## config.mk

```make
export PLATFORM = sky130hd
export DESIGN_NAME = comparator_serial_n_bit_flat
export DESIGN_NICKNAME = d
export VERILOG_FILES = /design/src/rtl/comparator_pkg.sv /design/src/rtl/comparator_serial_n_bit_if.sv /design/src/rtl/comparator_digit.sv /design/src/rtl/comparator_serial_n_bit.sv /design/src/flat_wrapper.sv
export SDC_FILE = /design/constraint.sdc
export NUM_CORES = 1
export LEC_CHECK = 0
export CAP_MARGIN = 20
export CORE_ASPECT_RATIO = 2
export CORE_MARGIN = 2
export CORE_UTILIZATION = 51
export CTS_CLUSTER_DIAMETER = 80
export DETAILED_ROUTE_END_ITERATION = 10
export GPL_TIMING_DRIVEN = 0
export PLACE_DENSITY = 0.88
export SYNTH_ARGS = -nofsm -noshare
export SYNTH_HDL_FRONTEND = slang
export SYNTH_HIERARCHICAL = 1
export SYNTH_SLANG_ARGS = --single-unit
```

## constraint.sdc

```tcl
create_clock -name Clock_In -period 4 [get_ports Clock_In]
set_clock_uncertainty 0.2 [all_clocks]
set_input_delay 0.8 -clock Clock_In [delete_from_list [all_inputs] [get_ports Clock_In]]
set_output_delay 0.8 -clock Clock_In [all_outputs]
set_load 0.02 [all_outputs]
```

## src/rtl/comparator_pkg.sv

```systemverilog
// ============================================================================
// Module   : comparator_pkg
// Purpose  : Shared types and helpers for the digit-serial magnitude comparator.
// Revision : 1.0 - initial release
// ============================================================================
`default_nettype none

package comparator_pkg;

   typedef enum logic [1:0] {
      IDLE    = 2'd0,
      COMPARE = 2'd1,
      DONE    = 2'd2
   } state_t;

   typedef enum logic [1:0] {
      CMP_LT = 2'd0,
      CMP_EQ = 2'd1,
      CMP_GT = 2'd2
   } cmp_result_t;

   // Biasing the sign bit maps two's-complement order onto unsigned order.
   function automatic logic to_unsigned_msb(input logic msb, input logic signed_mode);
      return msb ^ signed_mode;
   endfunction

endpackage

`default_nettype wire

```

## src/rtl/comparator_serial_n_bit_if.sv

```systemverilog
// ============================================================================
// Module   : comparator_serial_n_bit_if
// Purpose  : Start/busy/done handshake and operand/result bundle.
// Revision : 1.0 - initial release
// ============================================================================
`default_nettype none

interface comparator_serial_n_bit_if #(
   parameter int DATA_WIDTH  = 16,
   parameter int DIGIT_WIDTH = 2
);
   localparam int NUM_DIGITS = DATA_WIDTH / DIGIT_WIDTH;
   localparam int CNT_W      = $clog2(NUM_DIGITS + 1);

   logic                  Start_In;
   logic                  Signed_Mode_In;
   logic [DATA_WIDTH-1:0] Data_A_In;
   logic [DATA_WIDTH-1:0] Data_B_In;
   logic                  Busy_Out;
   logic                  Done_Out;
   logic                  A_Less_Than_B_Out;
   logic                  A_Equal_To_B_Out;
   logic                  A_Greater_Than_B_Out;
   logic [CNT_W-1:0]      Digit_Count_Out;

   modport master (
      output Start_In, Signed_Mode_In, Data_A_In, Data_B_In,
      input  Busy_Out, Done_Out, A_Less_Than_B_Out, A_Equal_To_B_Out,
             A_Greater_Than_B_Out, Digit_Count_Out
   );

   modport slave (
      input  Start_In, Signed_Mode_In, Data_A_In, Data_B_In,
      output Busy_Out, Done_Out, A_Less_Than_B_Out, A_Equal_To_B_Out,
             A_Greater_Than_B_Out, Digit_Count_Out
   );

endinterface

`default_nettype wire

```

## src/rtl/comparator_digit.sv

```systemverilog
// ============================================================================
// Module   : comparator_digit
// Purpose  : Combinational unsigned compare of one digit pair.
// Revision : 1.0 - initial release
// ============================================================================
`default_nettype none

module comparator_digit #(
   parameter int DIGIT_WIDTH = 2
) (
   input  wire logic [DIGIT_WIDTH-1:0] i_digit_a,
   input  wire logic [DIGIT_WIDTH-1:0] i_digit_b,
   output logic                        o_lt,
   output logic                        o_eq,
   output logic                        o_gt
);

   assign o_lt = (i_digit_a <  i_digit_b);
   assign o_eq = (i_digit_a == i_digit_b);
   assign o_gt = (i_digit_a >  i_digit_b);

endmodule

`default_nettype wire

```

## src/rtl/comparator_serial_n_bit.sv

```systemverilog
// ============================================================================
// Module   : comparator_serial_n_bit
// Purpose  : Digit-serial MSB-first magnitude comparator with early exit.
// Revision : 1.0 - initial release
// ============================================================================
`default_nettype none

module comparator_serial_n_bit
   import comparator_pkg::*;
#(
   parameter int DATA_WIDTH  = 16,
   parameter int DIGIT_WIDTH = 2
) (
   input wire logic                  Clock_In,
   input wire logic                  Reset_In,
   comparator_serial_n_bit_if.slave  cmp_if
);

   localparam int NUM_DIGITS = DATA_WIDTH / DIGIT_WIDTH;
   localparam int IDX_W      = (NUM_DIGITS > 1) ? $clog2(NUM_DIGITS) : 1;
   localparam int CNT_W      = $clog2(NUM_DIGITS + 1);
   localparam logic [IDX_W-1:0] LAST_IDX = IDX_W'(NUM_DIGITS - 1);

   if ((DATA_WIDTH < 2) || (DIGIT_WIDTH < 1) || ((DATA_WIDTH % DIGIT_WIDTH) != 0)) begin : g_param_check
      $error("comparator_serial_n_bit: DIGIT_WIDTH must divide DATA_WIDTH and DATA_WIDTH >= 2");
   end

   state_t                 state_q, state_d;
   logic [IDX_W-1:0]       idx_q, idx_d;
   logic [DATA_WIDTH-1:0]  a_q, a_d;
   logic [DATA_WIDTH-1:0]  b_q, b_d;
   logic                   lt_q, lt_d;
   logic                   eq_q, eq_d;
   logic                   gt_q, gt_d;
   logic [CNT_W-1:0]       cnt_q, cnt_d;
   logic                   busy_q, busy_d;
   logic                   done_q, done_d;

   logic [DIGIT_WIDTH-1:0] w_digits_a [NUM_DIGITS];
   logic [DIGIT_WIDTH-1:0] w_digits_b [NUM_DIGITS];
   logic                   w_dig_lt, w_dig_eq, w_dig_gt;
   cmp_result_t            w_dig_res;
   logic                   w_accept;

   // Array entry 0 holds the most significant digit.
   for (genvar gi = 0; gi < NUM_DIGITS; gi++) begin : g_digits
      assign w_digits_a[gi] = a_q[(NUM_DIGITS-1-gi)*DIGIT_WIDTH +: DIGIT_WIDTH];
      assign w_digits_b[gi] = b_q[(NUM_DIGITS-1-gi)*DIGIT_WIDTH +: DIGIT_WIDTH];
   end

   comparator_digit #(
      .DIGIT_WIDTH (DIGIT_WIDTH)
   ) u_digit (
      .i_digit_a (w_digits_a[idx_q]),
      .i_digit_b (w_digits_b[idx_q]),
      .o_lt      (w_dig_lt),
      .o_eq      (w_dig_eq),
      .o_gt      (w_dig_gt)
   );

   always_comb begin
      w_dig_res = CMP_EQ;
      case ({w_dig_lt, w_dig_eq, w_dig_gt})
         3'b100:  w_dig_res = CMP_LT;
         3'b001:  w_dig_res = CMP_GT;
         default: w_dig_res = CMP_EQ;
      endcase
   end

   assign w_accept = cmp_if.Start_In && (state_q != COMPARE);

   always_comb begin
      state_d = state_q;
      idx_d   = idx_q;
      a_d     = a_q;
      b_d     = b_q;
      lt_d    = lt_q;
      eq_d    = eq_q;
      gt_d    = gt_q;
      cnt_d   = cnt_q;

      unique case (state_q)
         COMPARE: begin
            if ((w_dig_res != CMP_EQ) || (idx_q == LAST_IDX)) begin
               lt_d    = (w_dig_res == CMP_LT);
               eq_d    = (w_dig_res == CMP_EQ);
               gt_d    = (w_dig_res == CMP_GT);
               cnt_d   = CNT_W'(idx_q) + CNT_W'(1);
               state_d = DONE;
            end else begin
               idx_d = idx_q + IDX_W'(1);
            end
         end
         DONE:    state_d = IDLE;
         default: state_d = IDLE;
      endcase

      // A start in DONE overrides the return to IDLE, giving back-to-back compares.
      if (w_accept) begin
         a_d     = {to_unsigned_msb(cmp_if.Data_A_In[DATA_WIDTH-1], cmp_if.Signed_Mode_In),
                    cmp_if.Data_A_In[DATA_WIDTH-2:0]};
         b_d     = {to_unsigned_msb(cmp_if.Data_B_In[DATA_WIDTH-1], cmp_if.Signed_Mode_In),
                    cmp_if.Data_B_In[DATA_WIDTH-2:0]};
         idx_d   = '0;
         lt_d    = 1'b0;
         eq_d    = 1'b0;
         gt_d    = 1'b0;
         cnt_d   = '0;
         state_d = COMPARE;
      end

      busy_d = (state_d == COMPARE);
      done_d = (state_d == DONE);
   end

   always_ff @(posedge Clock_In) begin
      if (Reset_In) begin
         state_q <= IDLE;
         idx_q   <= '0;
         a_q     <= '0;
         b_q     <= '0;
         lt_q    <= 1'b0;
         eq_q    <= 1'b0;
         gt_q    <= 1'b0;
         cnt_q   <= '0;
         busy_q  <= 1'b0;
         done_q  <= 1'b0;
      end else begin
         state_q <= state_d;
         idx_q   <= idx_d;
         a_q     <= a_d;
         b_q     <= b_d;
         lt_q    <= lt_d;
         eq_q    <= eq_d;
         gt_q    <= gt_d;
         cnt_q   <= cnt_d;
         busy_q  <= busy_d;
         done_q  <= done_d;
      end
   end

   assign cmp_if.Busy_Out             = busy_q;
   assign cmp_if.Done_Out             = done_q;
   assign cmp_if.A_Less_Than_B_Out    = lt_q;
   assign cmp_if.A_Equal_To_B_Out     = eq_q;
   assign cmp_if.A_Greater_Than_B_Out = gt_q;
   assign cmp_if.Digit_Count_Out      = cnt_q;

endmodule

`default_nettype wire

```

## src/flat_wrapper.sv

```systemverilog
// flat-port wrapper written by rule: the top's interface ports become plain ports
module comparator_serial_n_bit_flat import comparator_pkg::*;
#(
   parameter int DATA_WIDTH  = 16,
   parameter int DIGIT_WIDTH = 2
)
  (Clock_In, Reset_In, cmp_if_Start_In, cmp_if_Signed_Mode_In, cmp_if_Data_A_In, cmp_if_Data_B_In, cmp_if_Busy_Out, cmp_if_Done_Out, cmp_if_A_Less_Than_B_Out, cmp_if_A_Equal_To_B_Out, cmp_if_A_Greater_Than_B_Out, cmp_if_Digit_Count_Out);
  comparator_serial_n_bit_if #(.DATA_WIDTH(DATA_WIDTH), .DIGIT_WIDTH(DIGIT_WIDTH)) cmp_if_i ();
  input wire logic Clock_In;
  input wire logic Reset_In;
  input wire logic [$bits(cmp_if_i.Start_In)-1:0] cmp_if_Start_In;
  input wire logic [$bits(cmp_if_i.Signed_Mode_In)-1:0] cmp_if_Signed_Mode_In;
  input wire logic [$bits(cmp_if_i.Data_A_In)-1:0] cmp_if_Data_A_In;
  input wire logic [$bits(cmp_if_i.Data_B_In)-1:0] cmp_if_Data_B_In;
  output wire logic [$bits(cmp_if_i.Busy_Out)-1:0] cmp_if_Busy_Out;
  output wire logic [$bits(cmp_if_i.Done_Out)-1:0] cmp_if_Done_Out;
  output wire logic [$bits(cmp_if_i.A_Less_Than_B_Out)-1:0] cmp_if_A_Less_Than_B_Out;
  output wire logic [$bits(cmp_if_i.A_Equal_To_B_Out)-1:0] cmp_if_A_Equal_To_B_Out;
  output wire logic [$bits(cmp_if_i.A_Greater_Than_B_Out)-1:0] cmp_if_A_Greater_Than_B_Out;
  output wire logic [$bits(cmp_if_i.Digit_Count_Out)-1:0] cmp_if_Digit_Count_Out;
  assign cmp_if_i.Start_In = cmp_if_Start_In;
  assign cmp_if_i.Signed_Mode_In = cmp_if_Signed_Mode_In;
  assign cmp_if_i.Data_A_In = cmp_if_Data_A_In;
  assign cmp_if_i.Data_B_In = cmp_if_Data_B_In;
  assign cmp_if_Busy_Out = cmp_if_i.Busy_Out;
  assign cmp_if_Done_Out = cmp_if_i.Done_Out;
  assign cmp_if_A_Less_Than_B_Out = cmp_if_i.A_Less_Than_B_Out;
  assign cmp_if_A_Equal_To_B_Out = cmp_if_i.A_Equal_To_B_Out;
  assign cmp_if_A_Greater_Than_B_Out = cmp_if_i.A_Greater_Than_B_Out;
  assign cmp_if_Digit_Count_Out = cmp_if_i.Digit_Count_Out;
  comparator_serial_n_bit #(.DATA_WIDTH(DATA_WIDTH), .DIGIT_WIDTH(DIGIT_WIDTH)) u_core (.Clock_In(Clock_In), .Reset_In(Reset_In), .cmp_if(cmp_if_i));
endmodule
```

==> results.py, run 1 <==
metrics = {
    "global_routing": {
        "antenna_found_initial": 0,
        "grt_max_degree": 14,
        "gr-total-overflow": 0,
        "grt_pass1_vias": 2053,
        "grt_pass1_wl_mm": 9.28,
        "track_usage_pct": 25.6,
    },
    "drt": {
        "drtIter0Drc": 84,
        "ant_nets": 0,
        "totalWireLength_mm": 5.46,
        "viasPerCell": 6.13,
        "dr.pass1.iters": 4,
        "wl_per_cell_um": 16.5,
        "vias": 2036,
        "post-route-drc-count": 0,
    },
    "clock_network": {
        "cts-root-buf": "clkbuf_8",
        "ctsResizeCount": 0,
        "cts.sinks": 46,
        "insertion_delay_ps": 300,
        "clockBufferDepth": 2,
        "cts_tree": "built",
        "ctsHoldBuffers": 0,
        "postCtsSetupRepairBufs": 0,
        "clk_pin_slew_ps": 80,
        "htreeDepth": 2,
        "cts_made_buffers": 5,
    },
    "min_path": {
        "hold_class": "flip-flop to flip-flop",
    },
    "placement": {
        "place_hpwl_mm": 3.87,
        "numPortBuffers": 44,
        "gp_congestion": 0.860,
    },
    "finish": {
        "area_delta_synth_final_pct": 28.4,
        "fillCellCount": 315,
        "drive_above_1_share_pct": 12.5,
        "num_antenna_cells": 0,
        "nets": 320,
    },
    "sta": {
        "rsz0062_at_grt": "no",
        "min_period_ps": 3330,
        "maxSlewHeadroom_pct": 67.2,
        "fmaxAchievable_ghz": 0.300,
        "worstMarginPinSlew_ps": 492,
        "setup_violations": 0,
        "report.final.slew_viol_count": 0,
        "hold_violations": 0,
        "period_share_pct": 83.3,
        "final.setup.tns_ps": 0,
    },
    "power": {
        "p_leak_uw": 0.00100,
        "pwr-share-comb_pct": 28.3,
        "power_density_nw_per_um2": 432,
        "p_clk_share_pct": 28.9,
        "finalPower_uw": 1210,
        "ir_drop_uv": 355,
        "internal_power_uw": 855,
        "p_switching_uw": 352,
        "pwr-share-seq_pct": 42.8,
        "p_sw_share_pct": 29.1,
    },
    "floorplanning": {
        "start_util_pct": 53.2,
        "num_rows": 33,
        "core_um2": 4090,
        "ios": 45,
        "die_w_um": 50.2,
        "die_area_um2": 4830,
        "die_y_um": 96.3,
    },
    "critical_path": {
        "required_ps": 4030,
        "critPathArrivalTime_ps": 3360,
        "critical_path_class": "flip-flop to flip-flop",
        "critPathMaxFanout": 10,
        "crit_path_end_kind": "flip-flop",
        "start_kind": "flip-flop",
    },
    "yosys": {
        "ys_ff_latch": 46,
        "yosys-top-cells-count": "46 x dfxtp_1, 36 x a21oi_1, 31 x nand3_1, 17 x o21ai_0, 13 x o21ai_1",
        "synthArstFlopShare_pct": 0,
        "syn_area_um2": 2170,
        "synth_top_cell_by_area": "dfxtp_1",
        "synth_top_area_share_pct": 42.3,
        "ys.flop_type": "dfxtp_1",
        "synth_edf_count": 0,
        "syn-num-nets": 269,
        "ys_top_cells_by_area": "dfxtp_1 42%, a21oi_1 8.3%, mux4_2 7.2%",
        "yosysMostFrequentCell": "dfxtp_1",
        "synth.distinct_cells": 36,
        "synthCells": 229,
        "avgSynthCellArea_um2": 9.50,
        "synth_seq_area_share_pct": 42.3,
        "yosysWarnings": 6,
    },
    "outcome": {
        "status": "complete, no violations",
    },
    "run": {
        "maxCapViolations": 0,
    },
}
worst max-delay path, stage by stage, from the launching register on:
cell,delay (ps)
dfxtp_1,460
buf_6,210
mux4_2,520
mux2_2,300
ha_1,310
and2_4,170
a21oi_1,290
xnor2_2,220
a2bb2oi_2,360
mux2i_1,220
power by group through the flow:
| stage | logic, uW | registers [uW] | clock network (uW) |
|---|---|---|---|
| 2_1_floorplan | 230 | 526 | 0 |
| 3_3_place_gp | 326 | 524 | 0 |
| 3_5_place_dp | 335 | 526 | 0 |
| 4_1_cts | 340 | 516 | 357 |
| 5_1_grt | 370 | 520 | 373 |
| 6_report | 342 | 517 | 349 |
worst paths after layout:
| check | start | end | slack [ps] | cells past startpoint |
|---|---|---|---|---|
| worst max-delay path | u_core/idx_q[0]$_SDFFE_PP0P_ | u_core/cmp_if.Digit_Count_Out[2]$_SDFFE_PP0P_ | 670 | 9 |
| worst min-delay path | u_core/b_q[14]$_SDFFE_PP0P_ | u_core/b_q[14]$_SDFFE_PP0P_ | 280 | 2 |
| worst max register to register | u_core/idx_q[0]$_SDFFE_PP0P_ | u_core/cmp_if.Digit_Count_Out[2]$_SDFFE_PP0P_ | 670 | 9 |
| worst min register to register | u_core/b_q[14]$_SDFFE_PP0P_ | u_core/b_q[14]$_SDFFE_PP0P_ | 280 | 2 |
cells by family (layout without fill, tap and decap cells):
group                      after synthesis  after routing  synth area share, %
buffers and inverters                   28             79                 6.04
xor gates and xnor gates                 3              3                 1.55
adders and majority gates                4              4                 2.30
and+or+nand+nor                         44             44                 10.9
AOI/OAI and AO/OA                       85             85                 23.1
DFF                                     46             46                 42.3
muxes                                   19             19                 13.8
layout by cell type (no fill, tap or decap), drive strengths merged, types with 2 or more instances in the layout:
| master | Yosys | routed |
|---|---|---|
| dfxtp | 46 | 46 |
| nor4 | 2 | 2 |
| a31o | 2 | 2 |
| a311oi | 2 | 2 |
| ha | 4 | 4 |
| nor2 | 2 | 2 |
| and2 | 2 | 2 |
| clkbuf | 6 | 12 |
| a211o | 2 | 2 |
| inv | 5 | 5 |
| o21ai | 30 | 30 |
| buf | 16 | 16 |
| nand2b | 4 | 4 |
| mux4 | 8 | 8 |
| clkdlybuf4s50 | 0 | 44 |
| mux2i | 7 | 7 |
| nand3 | 31 | 31 |
| xnor2 | 3 | 3 |
| a21oi | 36 | 36 |
| o211ai | 10 | 10 |
| mux2 | 4 | 4 |
through the flow:
step	hold WS, ps	area [um^2]	std cells	setup WS, ps	util (%)
global route	304	2790	332	518	68.3
floorplan	249	2170	229	1110	-
detailed placement	264	2680	325	753	65.6
global placement	257	2680	325	802	65.6
finish	277	2790	332	668	68.3
CTS	276	2790	332	693	68.3
layer usage:
metal	up-vias	GRT usage [%]	wire length (um)
met2	74	46.7	3110
met4	0	16.7	191
met3	18	4.97	214
met1	994	25.7	1950
met5	-	0	0
li1	950	-	-
final cells by class:
class	instances	area, um^2	area share [%]
repair buffers	44	440	15.8
clock buffers	6	82.6	2.96
inverters	6	22.5	0.806
well taps	52	65.1	2.33
flip-flops and latches	46	921	33.0
clock inverters	1	30.0	1.08
multi-input cells	155	1120	40.2
plain buffers	22	109	3.90
sequential cells by signal, summed over array words and instances, names as in the netlist:
register,count
u_core/cmp_if.Done_Out,1
u_core/state_q,2
u_core/b_q,16
u_core/idx_q,3
u_core/cmp_if.Busy_Out,1
u_core/cmp_if.A_Equal_To_B_Out,1
u_core/cmp_if.Digit_Count_Out,4
u_core/cmp_if.A_Greater_Than_B_Out,1
u_core/cmp_if.A_Less_Than_B_Out,1
u_core/a_q,16
No activity file was read; power rests on OpenSTA's default activity.
==> run 2, diff against run 1 <==
--- a/config.mk
+++ b/config.mk
@@ -8,11 +8,11 @@
 export CAP_MARGIN = 20
 export CORE_ASPECT_RATIO = 2
 export CORE_MARGIN = 2
-export CORE_UTILIZATION = 51
+export CORE_UTILIZATION = 46
 export CTS_CLUSTER_DIAMETER = 80
 export DETAILED_ROUTE_END_ITERATION = 10
 export GPL_TIMING_DRIVEN = 0
-export PLACE_DENSITY = 0.88
+export PLACE_DENSITY = 0.84
 export SYNTH_ARGS = -nofsm -noshare
 export SYNTH_HDL_FRONTEND = slang
 export SYNTH_HIERARCHICAL = 1
==> constraint.sdc (replaced) <==
create_clock -name Clock_In -period 2.8 [get_ports Clock_In]
set_clock_uncertainty 0.2 [all_clocks]
set_input_delay 0.56 -clock Clock_In [delete_from_list [all_inputs] [get_ports Clock_In]]
set_output_delay 0.56 -clock Clock_In [all_outputs]
set_load 0.02 [all_outputs]
==> results.py, run 2 (synthesized netlist as in run 1, its figures left out) <==
metrics = {
    "finish": {
        "final_cell_mix": "44 x clkdlybuf4s50_1, 44 x dfxtp_1, 33 x a21oi_1, 31 x nand3_1, 17 x o21ai_0",
        "nets": 329,
        "post_layout_nonfiller_instances": 345,
        "drive_above_1_share_pct": 18.6,
        "final_area_um2": 2980,
        "fillCellCount": 368,
        "ff_latch_area_um2": 926,
        "final_util_pct": 64.8,
        "area_delta_synth_final_pct": 37.1,
        "num_antenna_cells": 0,
        "multi_input_area_um2": 1230,
    },
    "clock_network": {
        "insertion_delay_ps": 300,
        "htreeDepth": 2,
        "cts_tree": "built",
        "clockBufferDepth": 2,
        "cts-root-buf": "clkbuf_8",
        "cts_made_buffers": 5,
        "cts.sinks": 46,
        "clk_pin_slew_ps": 90,
    },
    "placement": {
        "place_inst": 328,
        "place_hpwl_mm": 3.92,
        "gp_congestion": 0.909,
        "numPortBuffers": 44,
        "place_area_um2": 2690,
    },
    "critical_path": {
        "r2r_start": "u_core/idx_q[0]$_SDFFE_PP0P_",
        "critPathMaxFanout": 6,
        "start_kind": "flip-flop",
        "required_ps": 2790,
        "r2r_cells": 9,
        "r2r-end": "u_core/cmp_if.A_Greater_Than_B_Out$_SDFFE_PP0P_",
        "critical_path_class": "flip-flop to flip-flop",
        "rrSetupSlack_ps": -140,
        "critPathArrivalTime_ps": 2930,
        "crit_path_end_kind": "flip-flop",
    },
    "min_path": {
        "holdPathEnd": "u_core/a_q[3]$_SDFFE_PP0P_",
        "hold_class": "flip-flop to flip-flop",
        "hold_path_depth": 2,
        "worstHoldStart": "u_core/a_q[3]$_SDFFE_PP0P_",
    },
    "floorplanning": {
        "die_w_um": 52.6,
        "die_y_um": 101,
        "ios": 45,
        "core_um2": 4600,
        "start_util_pct": 47.3,
        "die_area_um2": 5330,
        "num_rows": 35,
    },
    "global_routing": {
        "track_usage_pct": 23.6,
        "grt_pass1_vias": 1995,
        "gr-total-overflow": 0,
        "antenna_found_initial": 0,
        "grt_max_degree": 14,
        "grt_pass1_wl_mm": 9.34,
    },
    "outcome": {
        "status": "finished, violations left",
        "violations": "setup timing",
    },
    "sta": {
        "report.final.slew_viol_count": 0,
        "finalWorstSetupSlack_ps": -141,
        "final.setup.tns_ps": -1100,
        "min_period_ps": 2940,
        "maxSlewHeadroom_pct": 66.8,
        "hold_violations": 0,
        "setup_violations": 14,
        "rsz0062_at_grt": "yes",
        "worstMarginPinSlew_ps": 498,
        "period_share_pct": 105,
        "fmaxAchievable_ghz": 0.340,
    },
    "power": {
        "p_switching_uw": 575,
        "finalPower_uw": 1890,
        "pwr-share-seq_pct": 39.0,
        "p_leak_uw": 0.00107,
        "ir_drop_uv": 511,
        "pwr-share-comb_pct": 35.6,
        "internal_power_uw": 1320,
        "power_density_nw_per_um2": 635,
        "p_sw_share_pct": 30.4,
        "p_clk_share_pct": 25.4,
    },
    "run": {
        "maxCapViolations": 0,
    },
    "drt": {
        "wl_per_cell_um": 16.7,
        "viasPerCell": 5.90,
        "ant_nets": 0,
        "drtIter0Drc": 48,
        "post-route-drc-count": 0,
        "dr.pass1.iters": 4,
        "vias": 2036,
        "totalWireLength_mm": 5.78,
    },
}
run 2: changes by cell type in the layout (fill, tap and decap cells not counted), sizes merged:
cell / change
buf: +9
clkbuf: +1
run 2: critical path, cell delays in order (launching register included):
cell and delay [ps]:
dfxtp_4 380, buf_8 130, mux4_2 510, mux2_4 300, inv_4 70, ha_4 190, and2_4 180, or3b_4 440
a2bb2oi_4 190, a31o_1 230
run 2: per-layer routing:
metal	vias up	wire length, um	track usage [%]
met4	0	226	15.8
li1	978	-	-
met1	968	2100	25.3
met2	72	3230	40.0
met3	18	219	5.16
met5	-	0	0
run 2: power by group through the flow:
stage | Combinational (uW) | Clock (uW) | Sequential, uW
4_1_cts | 608 | 491 | 737
3_5_place_dp | 482 | 0 | 751
5_1_grt | 718 | 510 | 743
2_1_floorplan | 333 | 0 | 752
3_3_place_gp | 470 | 0 | 748
6_report | 673 | 481 | 739
run 2: per-stage QoR:
| step | setup slack [ps] | hold WS (ps) |
|---|---|---|
| finish | -141 | 280 |
| global route | -165 | 300 |
| CTS | -101 | 281 |
| detailed placement | -337 | 266 |
| global placement | -305 | 260 |
| floorplan | 9.10 | 249 |
run 2: what timing repair did:
item,4_1_cts,5_1_grt
resized for setup,19,5
pin swaps,11,11
endpoints found under the setup margin,14,14
endpoints found under the hold margin,0,0
hold buffers,0,0
setup buffers,7,2
cloned,0,0
run 2: how the worst max path moves through the flow:
stage | startpoint | to | slack (ps) | depth (start not counted)
6_report | u_core/idx_q[0]$_SDFFE_PP0P_ | u_core/cmp_if.A_Greater_Than_B_Out$_SDFFE_PP0P_ | -140 | 9
5_1_grt | u_core/idx_q[0]$_SDFFE_PP0P_ | u_core/cmp_if.Digit_Count_Out[2]$_SDFFE_PP0P_ | -170 | 10
4_1_cts | u_core/idx_q[0]$_SDFFE_PP0P_ | u_core/cmp_if.Digit_Count_Out[2]$_SDFFE_PP0P_ | -100 | 9
3_5_place_dp | u_core/idx_q[0]$_SDFFE_PP0P_ | u_core/cmp_if.Digit_Count_Out[2]$_SDFFE_PP0P_ | -340 | 9
3_3_place_gp | u_core/idx_q[0]$_SDFFE_PP0P_ | u_core/cmp_if.Digit_Count_Out[2]$_SDFFE_PP0P_ | -310 | 9
2_1_floorplan | u_core/idx_q[0]$_SDFFE_PP0P_ | u_core/cmp_if.A_Equal_To_B_Out$_SDFFE_PP0P_ | 9 | 9
run 2: layout make-up:
type | instances | share of cell area [%]
plain buffers | 22 | 3.90
clock buffers | 7 | 2.56
clock inverters | 1 | 1.01
inverters | 6 | 0.840
multi-input cells | 155 | 41.3
flip-flops and latches | 46 | 31.1
well taps | 55 | 2.31
repair buffers | 53 | 17.0
==> run 3, diff against run 2 <==
--- a/config.mk
+++ b/config.mk
@@ -13,7 +13,9 @@
 export DETAILED_ROUTE_END_ITERATION = 10
 export GPL_TIMING_DRIVEN = 0
 export PLACE_DENSITY = 0.84
+export SKIP_LAST_GASP = 1
 export SYNTH_ARGS = -nofsm -noshare
 export SYNTH_HDL_FRONTEND = slang
 export SYNTH_HIERARCHICAL = 1
 export SYNTH_SLANG_ARGS = --single-unit
+export TNS_END_PERCENT = 1
==> results.py, run 3 (synthesized netlist as in run 1, its figures left out) <==
metrics = {
    "sta": {
        "report.final.slew_viol_count": 0,
        "period_share_pct": 104,
        "rsz0062_at_grt": "yes",
        "worstMarginPinSlew_ps": 470,
        "maxSlewHeadroom_pct": 68.6,
        "setup_violations": 14,
        "fmaxAchievable_ghz": 0.343,
        "final.setup.tns_ps": -951,
        "min_period_ps": 2910,
        "hold_violations": 0,
        "finalWorstSetupSlack_ps": -114,
    },
    "placement": {
        "place_area_um2": 2690,
        "pre_cts_ws_ps": -337,
        "place_hpwl_mm": 3.92,
        "place_inst": 328,
        "numPortBuffers": 44,
        "gp_congestion": 0.909,
    },
    "outcome": {
        "violations": "setup timing",
        "status": "finished, violations left",
    },
    "drt": {
        "totalWireLength_mm": 5.78,
        "drtIter0Drc": 68,
        "viasPerCell": 5.89,
        "ant_nets": 0,
        "wl_per_cell_um": 16.8,
        "dr.pass1.iters": 4,
        "post-route-drc-count": 0,
        "vias": 2025,
    },
    "global_routing": {
        "antenna_found_initial": 0,
        "grt_max_degree": 14,
        "track_usage_pct": 23.9,
        "grt_pass1_wl_mm": 9.45,
        "gr-total-overflow": 0,
        "grt_pass1_vias": 1985,
    },
    "run": {
        "maxCapViolations": 0,
    },
    "clock_network": {
        "clk_pin_slew_ps": 80,
        "cts.sinks": 46,
        "cts-root-buf": "clkbuf_8",
        "cts_made_buffers": 5,
        "insertion_delay_ps": 300,
        "htreeDepth": 2,
        "clockBufferDepth": 2,
        "ctsHoldBuffers": 0,
        "cts_tree": "built",
    },
    "min_path": {
        "hold_class": "flip-flop to flip-flop",
    },
    "critical_path": {
        "critical_path_class": "flip-flop to flip-flop",
        "critPathMaxFanout": 6,
        "crit_path_end_kind": "flip-flop",
        "critPathArrivalTime_ps": 2910,
        "start_kind": "flip-flop",
        "required_ps": 2790,
    },
    "floorplanning": {
        "die_area_um2": 5330,
        "start_util_pct": 47.3,
        "die_w_um": 52.6,
        "die_y_um": 101,
        "ios": 45,
        "num_rows": 35,
        "core_um2": 4600,
    },
    "finish": {
        "post_layout_nonfiller_instances": 344,
        "nets": 328,
        "drive_above_1_share_pct": 17.6,
        "final_area_um2": 2970,
        "area_delta_synth_final_pct": 36.4,
        "num_antenna_cells": 0,
        "final_cell_mix": "44 x clkdlybuf4s50_1, 44 x dfxtp_1, 35 x a21oi_1, 31 x nand3_1, 17 x o21ai_0",
    },
    "power": {
        "power_density_nw_per_um2": 633,
        "ir_drop_uv": 476,
        "p_leak_uw": 0.00107,
    },
}
==> run 3: power breakdown <==
part / switching (uW) / total, uW / internal [uW] / leakage (uW)
clock: 214 / 481 / 267 / 0.0000524
combinational: 324 / 656 / 332 / 0.000640
sequential: 30.4 / 739 / 709 / 0.000378
total: 568 / 1880 / 1310 / 0.00107
==> run 3: repair_timing <==
item,in CTS,in global routing
cloned,0,0
pin swaps,7,4
setup buffers,6,2
gates resized for setup,18,4
endpoints found under the setup margin,14,14
==> run 3: final timing paths <==
check | from | endpoint | slack (ps) | cells past startpoint
worst max-delay path | u_core/idx_q[0]$_SDFFE_PP0P_ | u_core/cmp_if.A_Less_Than_B_Out$_SDFFE_PP0P_ | -110 | 9
worst min-delay path | u_core/a_q[3]$_SDFFE_PP0P_ | u_core/a_q[3]$_SDFFE_PP0P_ | 280 | 2
worst max register to register | u_core/idx_q[0]$_SDFFE_PP0P_ | u_core/cmp_if.A_Less_Than_B_Out$_SDFFE_PP0P_ | -110 | 9
worst min register to register | u_core/a_q[3]$_SDFFE_PP0P_ | u_core/a_q[3]$_SDFFE_PP0P_ | 280 | 2
==> run 3: final cells by class <==
cell class	instances	area, um^2
sequential	46	926
tap	55	68.8
inverter	6	25.0
buffer	22	116
clock buffer	7	76.3
multi-input combinational	155	1220
timing repair buffer	52	500
clock inverter	1	30.0
fill	374	1630
==> run 3: per-layer routing <==
layer / up-vias / routed length (um) / GRT usage, %
met5: - / 0 / 0
met3: 24 / 207 / 5.01
met1: 961 / 2110 / 26.2
met4: 0 / 293 / 15.0
li1: 972 / - / -
met2: 68 / 3170 / 40.3
==> run 3: critical path, cell delays in order (launching register included) <==
cell	delay, ps
dfxtp_4	380
buf_8	140
mux4_2	510
mux2_4	300
inv_4	70
ha_4	190
and2_4	180
or3b_4	440
a2bb2oi_4	190
a31o_1	200
==> run 3: per-stage QoR <==
step	power (uW)	hold slack [ps]	util, %
after detailed placement	1230	266	58.4
after floorplan	1080	249	-
after CTS	1820	281	63.8
after global placement	1220	260	58.4
final	1880	281	64.5
after global routing	1960	300	64.5
==> RTL change 1 (settings of run 3) <==
`DATA_WIDTH` is set to 16 in 3 places; all go to 64.
--- a/src/rtl/comparator_serial_n_bit_if.sv
+++ b/src/rtl/comparator_serial_n_bit_if.sv
@@ -7,5 +7,5 @@
 
 interface comparator_serial_n_bit_if #(
-   parameter int DATA_WIDTH  = 16,
+   parameter int DATA_WIDTH  = 64,
    parameter int DIGIT_WIDTH = 2
 );
--- a/src/rtl/comparator_serial_n_bit.sv
+++ b/src/rtl/comparator_serial_n_bit.sv
@@ -9,5 +9,5 @@
    import comparator_pkg::*;
 #(
-   parameter int DATA_WIDTH  = 16,
+   parameter int DATA_WIDTH  = 64,
    parameter int DIGIT_WIDTH = 2
 ) (
--- a/src/flat_wrapper.sv
+++ b/src/flat_wrapper.sv
@@ -2,5 +2,5 @@
 module comparator_serial_n_bit_flat import comparator_pkg::*;
 #(
-   parameter int DATA_WIDTH  = 16,
+   parameter int DATA_WIDTH  = 64,
    parameter int DIGIT_WIDTH = 2
 )
Ports: changed (resized cmp_if_Data_A_In, cmp_if_Data_B_In and cmp_if_Digit_Count_Out); port bits go from 45 to 143. The function was not compared with the original's and may differ.
==> RTL change 1 against run 3 <==
  * The flow still finishes with violations (setup timing)
  * Sequential share of layout area is 1.2 points higher
  * Synthesized area rose to 2.9 times the old value
  * Largest power group is now combinational cells
  * Worst setup slack got worse by 0.59 ns
  * Routed wire length rose to 3.7 times the old value
  * Sequential cell count increased by 100
  * Global-route usage increased by 3.9 points
  * Hold slack worse by 0.027 ns
  * Cell area grew to 3.0 times the old value
  * Non-clock buffer count increased by 147
  * Total power rose to 4.6 times the old value
  * Clock power rose to 5.1 times the old value
  * Highest routed layer unchanged
  * Combinational power increased to 5.5 times the old value
  * Largest cell class unchanged
  * First-iteration DRC count increased to 9.7 times the old value
==> RTL change 1: results <==
export IMPL_status="complete, but fails checks"
export IMPL_violations="setup timing"
export IMPL_avgViaCountPerCell=5.94
export IMPL_min_delay_start="u_core/b_q[23]$_SDFFE_PP0P_"
export IMPL_grt_pass1_vias=6411
export IMPL_worstRegToRegCells=15
export IMPL_drt_met1_wl_microns=6830
export IMPL_finalSetupTns_ns=-10.03
export IMPL_final_nets=1065
export IMPL_cts_setup_buffers=7
export IMPL_yosys_mux_area_fraction_pct=11.4
export IMPL_hpwlAfterDp_microns=14100
export IMPL_grtUsageTotal_pct=27.7
export IMPL_met1_usage_pct=26.5
export IMPL_whs_endpoint="u_core/b_q[23]$_SDFFE_PP0P_"
export IMPL_cellLeakagePower_nw=3.24
export IMPL_setup_slack_ns=-0.708
export IMPL_insertion_delay_ns=0.42
export IMPL_drt_iter0_drc=659
export IMPL_detail_route_wl_per_cell_microns=19.4
export IMPL_switching_power_w=0.00308
export IMPL_clkTransAtPathRegs_ns=0.06
export IMPL_syn_avg_cell_area_sq_um=8.31
export IMPL_worstPathArrival_ns=3.65
export IMPL_wl_microns=21300
export IMPL_ys_types=42
export IMPL_synthAdderAreaFrac_pct=0.800
export IMPL_synth_xor_area_share_pct=0.980
export IMPL_slowest_delay_ns=0.42
export IMPL_tightestPinTransition_ns=0.820
export IMPL_gr_usage_met3_pct=5.70
export IMPL_dp_worst_setup_slack_ns=-0.876
export IMPL_grt_pass1_wl_microns=30900
export IMPL_first_pass_iters=6
export IMPL_timing_hold_ws_ns=0.254
export IMPL_route_met3_wl_microns=1380
export IMPL_synth_area_leaders="dfxtp_1, nand2_1, a21oi_1, mux4_2, mux2i_1"
export IMPL_post_cts_resized=24
export IMPL_ir_drop_v=0.000768
export IMPL_dpl_cell_count=1049
export IMPL_dr_wl_met2_microns=10900
export IMPL_cts_buffers=17
export IMPL_setup_viol=18
export IMPL_worstReg2RegEnd="u_core/idx_q[3]$_SDFFE_PP0P_"
export IMPL_critical_path_top_delay_family="compound AO/OA/AOI/OAI gates"
export IMPL_drive_above_1_share_pct=14.1
export IMPL_syn_nets=889
export IMPL_synth_common_cells="nand2_1, dfxtp_1, a21oi_1"
export IMPL_grt_start_max_net_pins=17
export IMPL_root_buffer="clkbuf_16"
-- RTL change 1: cell types whose count changed after synthesis, sizes merged, moves of 4 or more --
cell	delta
o221ai	+4
nand3	-28
o21ai	-17
a221oi	+7
clkbuf	+27
a21oi	+106
nand2	+255
dfxtp	+100
mux2i	+24
mux4	+9
nor2	+8
o211ai	-10
a211oi	+6
buf	+15
-- RTL change 1: layout make-up --
cell class	instances	area, sq um
Clock buffer	22	464
Clock inverter	9	179
Tap cell	155	194
Inverter	6	22.5
Buffer	61	379
Multi-Input combinational cell	537	3270
Fill cell	989	4330
Timing Repair Buffer	160	1600
Sequential cell	146	2930
-- RTL change 1: power groups by stage --
stage / logic (W) / registers, W / clock network, W
2_1_floorplan: 0.00205 / 0.00262 / 0
3_3_place_gp: 0.00281 / 0.00261 / 0
3_5_place_dp: 0.00287 / 0.00263 / 0
4_1_cts: 0.00321 / 0.00260 / 0.00246
5_1_grt: 0.00380 / 0.00265 / 0.00255
6_report: 0.00360 / 0.00263 / 0.00246
==> RTL change 2 (flow settings as in run 3) <==
Made on the original files. Make the reset (`Reset_In`) asynchronous in one clocked block.
--- a/src/rtl/comparator_serial_n_bit.sv
+++ b/src/rtl/comparator_serial_n_bit.sv
@@ -114,5 +114,5 @@
    end
 
-   always_ff @(posedge Clock_In) begin
+   always_ff @(posedge Clock_In or posedge Reset_In) begin
       if (Reset_In) begin
          state_q <= IDLE;
Behaviour: differs if Reset_In is asserted again (counterexample within 4 cycles, from zero or initial values and one cycle with Reset_In high); with Reset_In held inactive, the same outputs for 10 cycles.
==> RTL change 2 against run 3 <==
  * The flow still finishes with violations (setup timing)
  * Synthesized area increased by 0.23%
  * Highest routed layer unchanged
  * Routed wire length is 24% lower
  * Worst setup slack lost 0.093 ns
  * Cell area down 0.30%
  * Sequential cell count unchanged
Power is not compared: it rests on default switching activity, and its combinational part moved more than twofold at a synthesized area within 25%.
==> RTL change 2: results <==
export IMPL_nFillCells=352
export IMPL_synthAdderAreaFrac_pct=2.30
export IMPL_violations="setup timing"
export IMPL_grt_start_max_net_pins=43
export IMPL_hpwlAfterDp_microns=3190
export IMPL_synth_ff_type="dfrtp_1"
export IMPL_yosys_mux_area_fraction_pct=30.9
export IMPL_drive_above_1_share_pct=35.7
export IMPL_stdcell_count=268
export IMPL_dpl_cell_count=255
export IMPL_use_met2_pct=34.8
export IMPL_gp_congestion=0.780
export IMPL_cp_max_fo=4
export IMPL_place_area_sq_mm=0.00276
export IMPL_drt_iter0_drc=21
export IMPL_status="complete, but fails checks"
export IMPL_finalSetupTns_ns=-1.78
export IMPL_setup_viol=14
export IMPL_syn_nets=195
export IMPL_dp_worst_setup_slack_ns=-0.383
export IMPL_async_flop_share_pct=100
export IMPL_grt_pass1_wl_microns=7420
export IMPL_synth_compound_area_share_pct=4.65
export IMPL_hp_class="in2async"
export IMPL_avgViaCountPerCell=5.41
export IMPL_grtUsageTotal_pct=19.0
export IMPL_final_nets=252
export IMPL_seq_area_frac_synth_pct=52.8
export IMPL_met1_usage_pct=22.5
export IMPL_ys_types=23
export IMPL_synth_area_leaders="dfrtp_1, mux2_2, mux4_1, mux2i_1, o21ai_0"
export IMPL_setup_slack_ns=-0.207
export IMPL_slowest_stage="or4b_2"
export IMPL_worstPathArrival_ns=3.02
export IMPL_wl_microns=4410
export IMPL_max_slew_margin_pct=70.7
export IMPL_multi_input_area_sq_mm=0.00101
[RTL change 2: logic make-up (layout without fill, tap and decap cells)]
group,count (synthesis),in the layout
simple gates,15,15
flops,46,46
xor+xnor,3,3
fa+ha+maj,4,4
mux,50,50
compound gates,17,17
buf+inv,20,78
[RTL change 2: timing repair]
action	in CTS	in global routing
gates cloned	1	0
setup buffers	6	1
pin swaps	4	4
gates resized for setup	18	7
setup endpoints to repair	14	14
[RTL change 2: layout make-up]
type | count | share of cell area, %
Sequential cell | 46 | 39.0
Multi-Input combinational cell | 89 | 34.2
Timing Repair Buffer | 52 | 18.0
Clock buffer | 7 | 2.58
Tap cell | 55 | 2.33
Inverter | 12 | 1.52
Buffer | 6 | 1.27
Clock inverter | 1 | 1.02
[RTL change 2: final timing paths]
| kind | start | end | slack (ns) | depth (start not counted) |
|---|---|---|---|---|
| max in group asynchronous | Reset_In | u_core/idx_q[0]$_DFFE_PP0P_ | 1.69 | 3 |
| max | u_core/idx_q[0]$_DFFE_PP0P_ | u_core/cmp_if.A_Greater_Than_B_Out$_DFFE_PP0P_ | -0.21 | 8 |
| min | Reset_In | u_core/a_q[12]$_DFFE_PP0P_ | 0.26 | 2 |
| max reg2reg | u_core/idx_q[0]$_DFFE_PP0P_ | u_core/cmp_if.A_Greater_Than_B_Out$_DFFE_PP0P_ | -0.21 | 8 |
| min reg2reg | u_core/a_q[3]$_DFFE_PP0P_ | u_core/a_q[3]$_DFFE_PP0P_ | 0.31 | 1 |
| min in group Clock_In | u_core/a_q[3]$_DFFE_PP0P_ | u_core/a_q[3]$_DFFE_PP0P_ | 0.31 | 1 |
[RTL change 2: metal layers]
metal / routed length, microns / vias to the layer above
met5: 0 / -
met2: 2620 / 33
met1: 1640 / 748
met3: 88 / 5
met4: 63 / 0
li1: - / 665
